===== src/rtl/ls165_pkg.sv =====
`default_nettype none
// ============================================================================
//  Module      : ls165_pkg
//  Description : Shared definitions for the LS165 serial reader: default frame
//                width and shift-clock divider, plus the reader FSM encoding.
//  Contents    : LS165_WIDTH_DEF - default bits per frame (one LS165)
//                LS165_DIV_DEF   - default system clocks per shift-clock phase
//                state_t         - reader FSM state encoding
//  Revision    : 1.0 - initial release
// ============================================================================
package ls165_pkg;

    localparam int LS165_WIDTH_DEF = 8;
    localparam int LS165_DIV_DEF   = 2;

    typedef enum logic [2:0] {
        ST_IDLE   = 3'd0,
        ST_LOAD   = 3'd1,
        ST_SETTLE = 3'd2,
        ST_HIGH   = 3'd3,
        ST_LOW    = 3'd4,
        ST_HOLD   = 3'd5
    } state_t;

endpackage : ls165_pkg
`default_nettype wire


===== src/rtl/ls165_tick.sv =====
`default_nettype none
// ============================================================================
//  Module      : ls165_tick
//  Description : Phase divider for the LS165 reader. Counts 0..DIV-1 and
//                flags the last cycle of each phase. The count restarts from
//                0 whenever the reader FSM changes state, so every phase
//                begins aligned with its state entry.
//  Ports       : cp          - system clock (rising edge)
//                mr_         - asynchronous active-low reset
//                restart_i   - FSM is changing state on this edge
//                phase_end_o - current cycle is the last of the phase
//  Revision    : 1.0 - initial release
// ============================================================================
module ls165_tick #(
    parameter int DIV = 2
) (
    input  logic cp,
    input  logic mr_,
    input  logic restart_i,
    output logic phase_end_o
);

    // A one-bit counter is kept for DIV=1; it simply never leaves 0.
    localparam int            CW       = (DIV > 1) ? $clog2(DIV) : 1;
    localparam logic [CW-1:0] CNT_LAST = CW'(DIV - 1);

    logic [CW-1:0] cnt_q;
    logic [CW-1:0] cnt_d;

    always_comb begin
        cnt_d = cnt_q + CW'(1);
        if (restart_i || (cnt_q == CNT_LAST)) begin
            cnt_d = '0;
        end
    end

    assign phase_end_o = (cnt_q == CNT_LAST);

    always_ff @(posedge cp or negedge mr_) begin
        if (!mr_) begin
            cnt_q <= '0;
        end else begin
            cnt_q <= cnt_d;
        end
    end

endmodule : ls165_tick
`default_nettype wire


===== src/rtl/ls165_reader.sv =====
`default_nettype none
// ============================================================================
//  Module      : ls165_reader
//  Description : Reads a WIDTH-bit frame from one to four chained 74LS165
//                parallel-in/serial-out registers. A start request loads the
//                parts, then WIDTH bits are clocked out MSB first and the
//                completed word is offered on a valid/ready handshake.
//  Ports       : cp     - system clock (rising edge)
//                mr_    - asynchronous active-low master reset
//                start  - capture request, sampled only while idle
//                sdi    - serial data from Q7 of the last LS165
//                pl_    - parallel-load strobe, active-low
//                scp    - shift clock to LS165 cp1
//                ce_    - clock enable to LS165 cp2, active-low
//                busy   - a frame is in progress or awaiting acceptance
//                dout   - captured word, first received bit in the MSB
//                dvalid - dout holds a word not yet accepted
//                dready - consumer accepts dout
//  Revision    : 1.0 - initial release
// ============================================================================
module ls165_reader
    import ls165_pkg::*;
#(
    parameter int WIDTH = LS165_WIDTH_DEF,
    parameter int DIV   = LS165_DIV_DEF
) (
    input  logic             cp,
    input  logic             mr_,
    input  logic             start,
    input  logic             sdi,
    output logic             pl_,
    output logic             scp,
    output logic             ce_,
    output logic             busy,
    output logic [WIDTH-1:0] dout,
    output logic             dvalid,
    input  logic             dready
);

    localparam int            BW       = $clog2(WIDTH + 1);
    localparam logic [BW-1:0] BIT_LAST = BW'(WIDTH);

    state_t           state_q;
    state_t           state_d;
    logic             phase_end;
    logic [WIDTH-1:0] word_q;
    logic [BW-1:0]    bit_cnt_q;
    logic [BW-1:0]    bit_cnt_inc;
    logic             pl_q;
    logic             scp_q;
    logic             ce_q;
    logic             busy_q;
    logic             dvalid_q;
    logic [WIDTH-1:0] dout_q;

    ls165_tick #(
        .DIV (DIV)
    ) u_tick (
        .cp          (cp),
        .mr_         (mr_),
        .restart_i   (state_d != state_q),
        .phase_end_o (phase_end)
    );

    assign bit_cnt_inc = bit_cnt_q + BW'(1);

    always_comb begin
        state_d = state_q;
        case (state_q)
            ST_IDLE:   if (start)     state_d = ST_LOAD;
            ST_LOAD:   if (phase_end) state_d = ST_SETTLE;
            ST_SETTLE: if (phase_end) state_d = ST_HIGH;
            ST_HIGH:   if (phase_end) state_d = ST_LOW;
            ST_LOW: begin
                if (phase_end) begin
                    state_d = (bit_cnt_inc == BIT_LAST) ? ST_HOLD : ST_HIGH;
                end
            end
            ST_HOLD:   if (dvalid_q && dready) state_d = ST_IDLE;
            default:   state_d = ST_IDLE;
        endcase
    end

    // Strobe outputs are decoded from the next state so that each one is a
    // flop output aligned exactly with the state it belongs to.
    always_ff @(posedge cp or negedge mr_) begin
        if (!mr_) begin
            state_q   <= ST_IDLE;
            word_q    <= '0;
            bit_cnt_q <= '0;
            pl_q      <= 1'b1;
            scp_q     <= 1'b0;
            ce_q      <= 1'b1;
            busy_q    <= 1'b0;
            dvalid_q  <= 1'b0;
            dout_q    <= '0;
        end else begin
            state_q <= state_d;
            pl_q    <= (state_d != ST_LOAD);
            scp_q   <= (state_d == ST_HIGH);
            ce_q    <= !((state_d == ST_SETTLE) || (state_d == ST_HIGH) ||
                         (state_d == ST_LOW));
            busy_q  <= (state_d != ST_IDLE);

            case (state_q)
                ST_IDLE: begin
                    if (start) begin
                        word_q    <= '0;
                        bit_cnt_q <= '0;
                    end
                end
                // The first bit is already on Q7 after the load, so it is
                // taken before any shift clock is issued.
                ST_SETTLE: begin
                    if (phase_end) begin
                        word_q    <= {word_q[WIDTH-2:0], sdi};
                        bit_cnt_q <= BW'(1);
                    end
                end
                ST_LOW: begin
                    if (phase_end) begin
                        word_q    <= {word_q[WIDTH-2:0], sdi};
                        bit_cnt_q <= bit_cnt_inc;
                    end
                end
                // dout is written once on HOLD entry and then frozen until
                // the consumer takes it.
                ST_HOLD: begin
                    if (!dvalid_q) begin
                        dout_q   <= word_q;
                        dvalid_q <= 1'b1;
                    end else if (dready) begin
                        dvalid_q <= 1'b0;
                    end
                end
                default: ;
            endcase
        end
    end

    assign pl_    = pl_q;
    assign scp    = scp_q;
    assign ce_    = ce_q;
    assign busy   = busy_q;
    assign dvalid = dvalid_q;
    assign dout   = dout_q;

endmodule : ls165_reader
`default_nettype wire


===== config.mk =====
export PLATFORM = sky130hd
export DESIGN_NAME = ls165_reader
export DESIGN_NICKNAME = d
export VERILOG_FILES = /design/src/rtl/ls165_pkg.sv /design/src/rtl/ls165_tick.sv /design/src/rtl/ls165_reader.sv
export SDC_FILE = /design/constraint.sdc
export NUM_CORES = 1
export LEC_CHECK = 0
export CAP_MARGIN = 0
export CORE_ASPECT_RATIO = 1.1
export CORE_MARGIN = 2
export CORE_UTILIZATION = 56
export CTS_BUF_LIST = sky130_fd_sc_hd__clkbuf_2 sky130_fd_sc_hd__clkbuf_4 sky130_fd_sc_hd__clkbuf_8
export DETAILED_ROUTE_END_ITERATION = 8
export PLACE_DENSITY = 0.81
export SETUP_SLACK_MARGIN = 0.15
export SYNTH_ARGS = -nofsm -noshare
export SYNTH_HDL_FRONTEND = slang
export SYNTH_HIERARCHICAL = 1
export SYNTH_SLANG_ARGS = --single-unit

===== constraint.sdc =====
create_clock -name cp -period 1.52 [get_ports cp]
set_input_delay 0.152 -clock cp [delete_from_list [all_inputs] [get_ports cp]]
set_output_delay 0.152 -clock cp [all_outputs]
set_load 0.02 [all_outputs]

==> results.sh <==
export IMPL_start_kind="flip-flop"
export IMPL_drive_above_1_share_pct=31.1
export IMPL_r2r_setup_slack_ns=0.09
export IMPL_synth_seq_cells=29
export IMPL_yosysSeqAreaShare_pct=52.5
export IMPL_wl_met2_um=1510
export IMPL_critPathCaptureType="flip-flop"
export IMPL_timing_rr_start="state_q[1]"
export IMPL_register_area_um2=734
export IMPL_drc_errors=0
export IMPL_ys_warn_count=6
export IMPL_wl_met3_um=112
export IMPL_worstMarginPinSlew_ns=0.360
export IMPL_synth_flop_cell="dfrtp_1"
export IMPL_fill_cells=149
export IMPL_grt_pass1_wl_um=5080
export IMPL_fin_setup_tns_ns=0
export IMPL_dp_cells=179
export IMPL_rows=18
export IMPL_clkSlewWorstSetupHoldPaths_ns=0.08
export IMPL_firstDrtPassIters=4
export IMPL_die_h_um=56.2
export IMPL_drt_iter0_markers=32
export IMPL_worstSetupPathType="reg -> reg"
export IMPL_grt_start_max_net_pins=30
export IMPL_numCtsBuffers=5
export IMPL_antenna_found_initial=0
export IMPL_yosys_area_top_type="dfrtp_1"
export IMPL_vdd_drop_max_mv=1.47
export IMPL_cts_root_buf="clkbuf_4"
export IMPL_nets=170
export IMPL_portBuffers=17
export IMPL_finalHoldViolCount=0
export IMPL_leakage_nw=0.875
export IMPL_gp_congestion=0.788
export IMPL_routed_top_layer="met4"
export IMPL_final_min_clock_period_ns=1.43
export IMPL_outcome="finished, final reports clean"
export IMPL_cts_tree="yes"
export IMPL_syn_to_final_growth_pct=31.7
export IMPL_ctsHtreeMaxLevel=2
export IMPL_clock_skew_ns=0.00338
export IMPL_synth_area_leaders="dfrtp_1 (49%), mux2_1 (7.3%), nand2_1 (7.0%), o21ai_1 (4.3%), dfstp_2 (3.8%)"
export IMPL_wl_um=2840
export IMPL_overflow=0
export IMPL_cp_max_fo=8
export IMPL_synth_edf_count=0
export IMPL_dieArea_um2=2890
export IMPL_core_um2=2300
export IMPL_period_share_pct=94.0
export IMPL_wire_per_inst_um=14.6
export IMPL_ios=18
export IMPL_rsz0062_at_grt="true"
export IMPL_via_per_inst=5.47
export IMPL_diodes=0
export IMPL_drt_met1_wl_um=1160
export IMPL_grt_pass1_vias=1072
export IMPL_cap_violations=0
export IMPL_final_instance_count_excl_fill=194
export IMPL_arrival_ns=1.63
export IMPL_vias=1061
export IMPL_synth_cells=128
export IMPL_postCtsHoldBufs=0
export IMPL_hold_path_class="in -> async"
export IMPL_final_common_cell="nand2_1"
export IMPL_grt_util_all_layers_pct=24.6
export IMPL_final_max_slew_viol_count=0
export IMPL_start_util_pct=60.3
export IMPL_ys_types=35
export IMPL_fmax_mhz=700
export IMPL_insertion_delay_ns=0.32
export IMPL_required_ns=1.73
export IMPL_die_w_um=51.4
export IMPL_multi_input_area_um2=679
export IMPL_postSynth_asyncResetShare_pct=100
export IMPL_powerDensity_nw_per_um2=2030
export IMPL_finalPower_w=0.00370
export IMPL_syn_nets=134
export IMPL_slew_headroom_pct=76.0
export IMPL_ant_nets=0
export IMPL_clock_path_buffers=2
export IMPL_synth_top_area_share_pct=48.7
export IMPL_netlist_area_um2=1390
export IMPL_r2r_end="dout[5]"
export IMPL_numClockSinks=29
export IMPL_reg2reg_depth=4
export IMPL_final_cell_mix="nand2_1 (26), dfrtp_1 (22), dlygate4sd2_1 (13), buf_4 (13), o21ai_1 (11)"
export IMPL_syn_avg_cell_area_um2=10.8
export IMPL_setup_viol=0
export IMPL_dp_hpwl_um=1860
state kept, by name, indices dropped and copies added (netlist names):
name                flops
scp                     1
pl_                     1
dvalid                  1
bit_cnt_q               4
state_q                 3
busy                    1
word_q                  8
ce_                     1
dout                    8
u_tick/phase_end_o      1
worst max-delay path by stage:
stage / start / end / slack [ns] / cells past startpoint
floorplan: state_q[1] / dout[0] / 0.18 / 4
global placement: start / bit_cnt_q[0] / 0.07 / 4
detailed placement: start / bit_cnt_q[0] / -0.003 / 4
CTS: state_q[1] / scp / 0.10 / 4
global route: state_q[1] / bit_cnt_q[2] / 0.04 / 6
finish: state_q[1] / dout[5] / 0.09 / 4
stage by stage:
step                hold WS [ns]  cell area [um2]  util [%]  setup slack [ns]
detailed placement         0.475             1620      70.6          -0.00291
global route               0.237             1830      79.5            0.0411
global placement           0.466             1620      70.6            0.0742
CTS                        0.201             1800      78.3             0.103
floorplan                 -0.144             1390         -             0.176
finish                     0.203             1830      79.5            0.0915
critical path, cell delays in order (launching register included):
cell and delay [ns]:
dfrtp_2 0.45, buf_6 0.14, nand3b_4 0.19, nor2_8 0.19, mux2_1 0.35
routing by layer:
layer	GRT usage [%]	vias to the layer above
li1	-	517
met1	29.7	517
met2	39.9	20
met3	8.33	7
met4	9.40	0
met5	0	-
synth_stat cells, types with 2 or more instances:
cell	instances
o21ai_0	3
o22ai_1	2
nand2b_1	2
mux2i_1	3
buf_6	2
and2_1	2
nor2_1	7
inv_1	2
and3_1	2
nand2_1	26
buf_4	2
a21oi_1	5
mux2_1	9
dfrtp_1	27
dfstp_2	2
buf_2	2
o21ai_1	12
cells by family after synthesis:
family	after synthesis	synth area share, %
AO/OA/AOI/OAI	30	13.8
adder cells (fa/ha/maj)	1	0.902
AND/OR/NAND/NOR	47	18.7
multiplexers	12	9.48
XOR/XNOR	1	0.632
flip-flops	29	52.5
buffers and inverters	8	3.97
area by class of cell:
class | instances | share of cell area [%]
inverters | 2 | 0.411
well taps | 30 | 2.06
repair buffers | 35 | 16.9
multi-input cells | 91 | 37.2
flip-flops and latches | 29 | 40.2
clock buffers | 7 | 3.22
power breakdown:
group	internal (W)	switching, W
registers	0.00104	0.000221
clock network	0.000236	0.000244
logic	0.000963	0.000995
total	0.00224	0.00146
repair_timing:
action / 4_1_cts / 5_1_grt
endpoints found under the setup margin: 33 / 23
hold endpoints to repair: 0 / 0
resized for setup: 32 / 5
setup buffers: 7 / 1
pin swaps: 2 / 4
No activity file was read; power rests on OpenSTA's default activity.
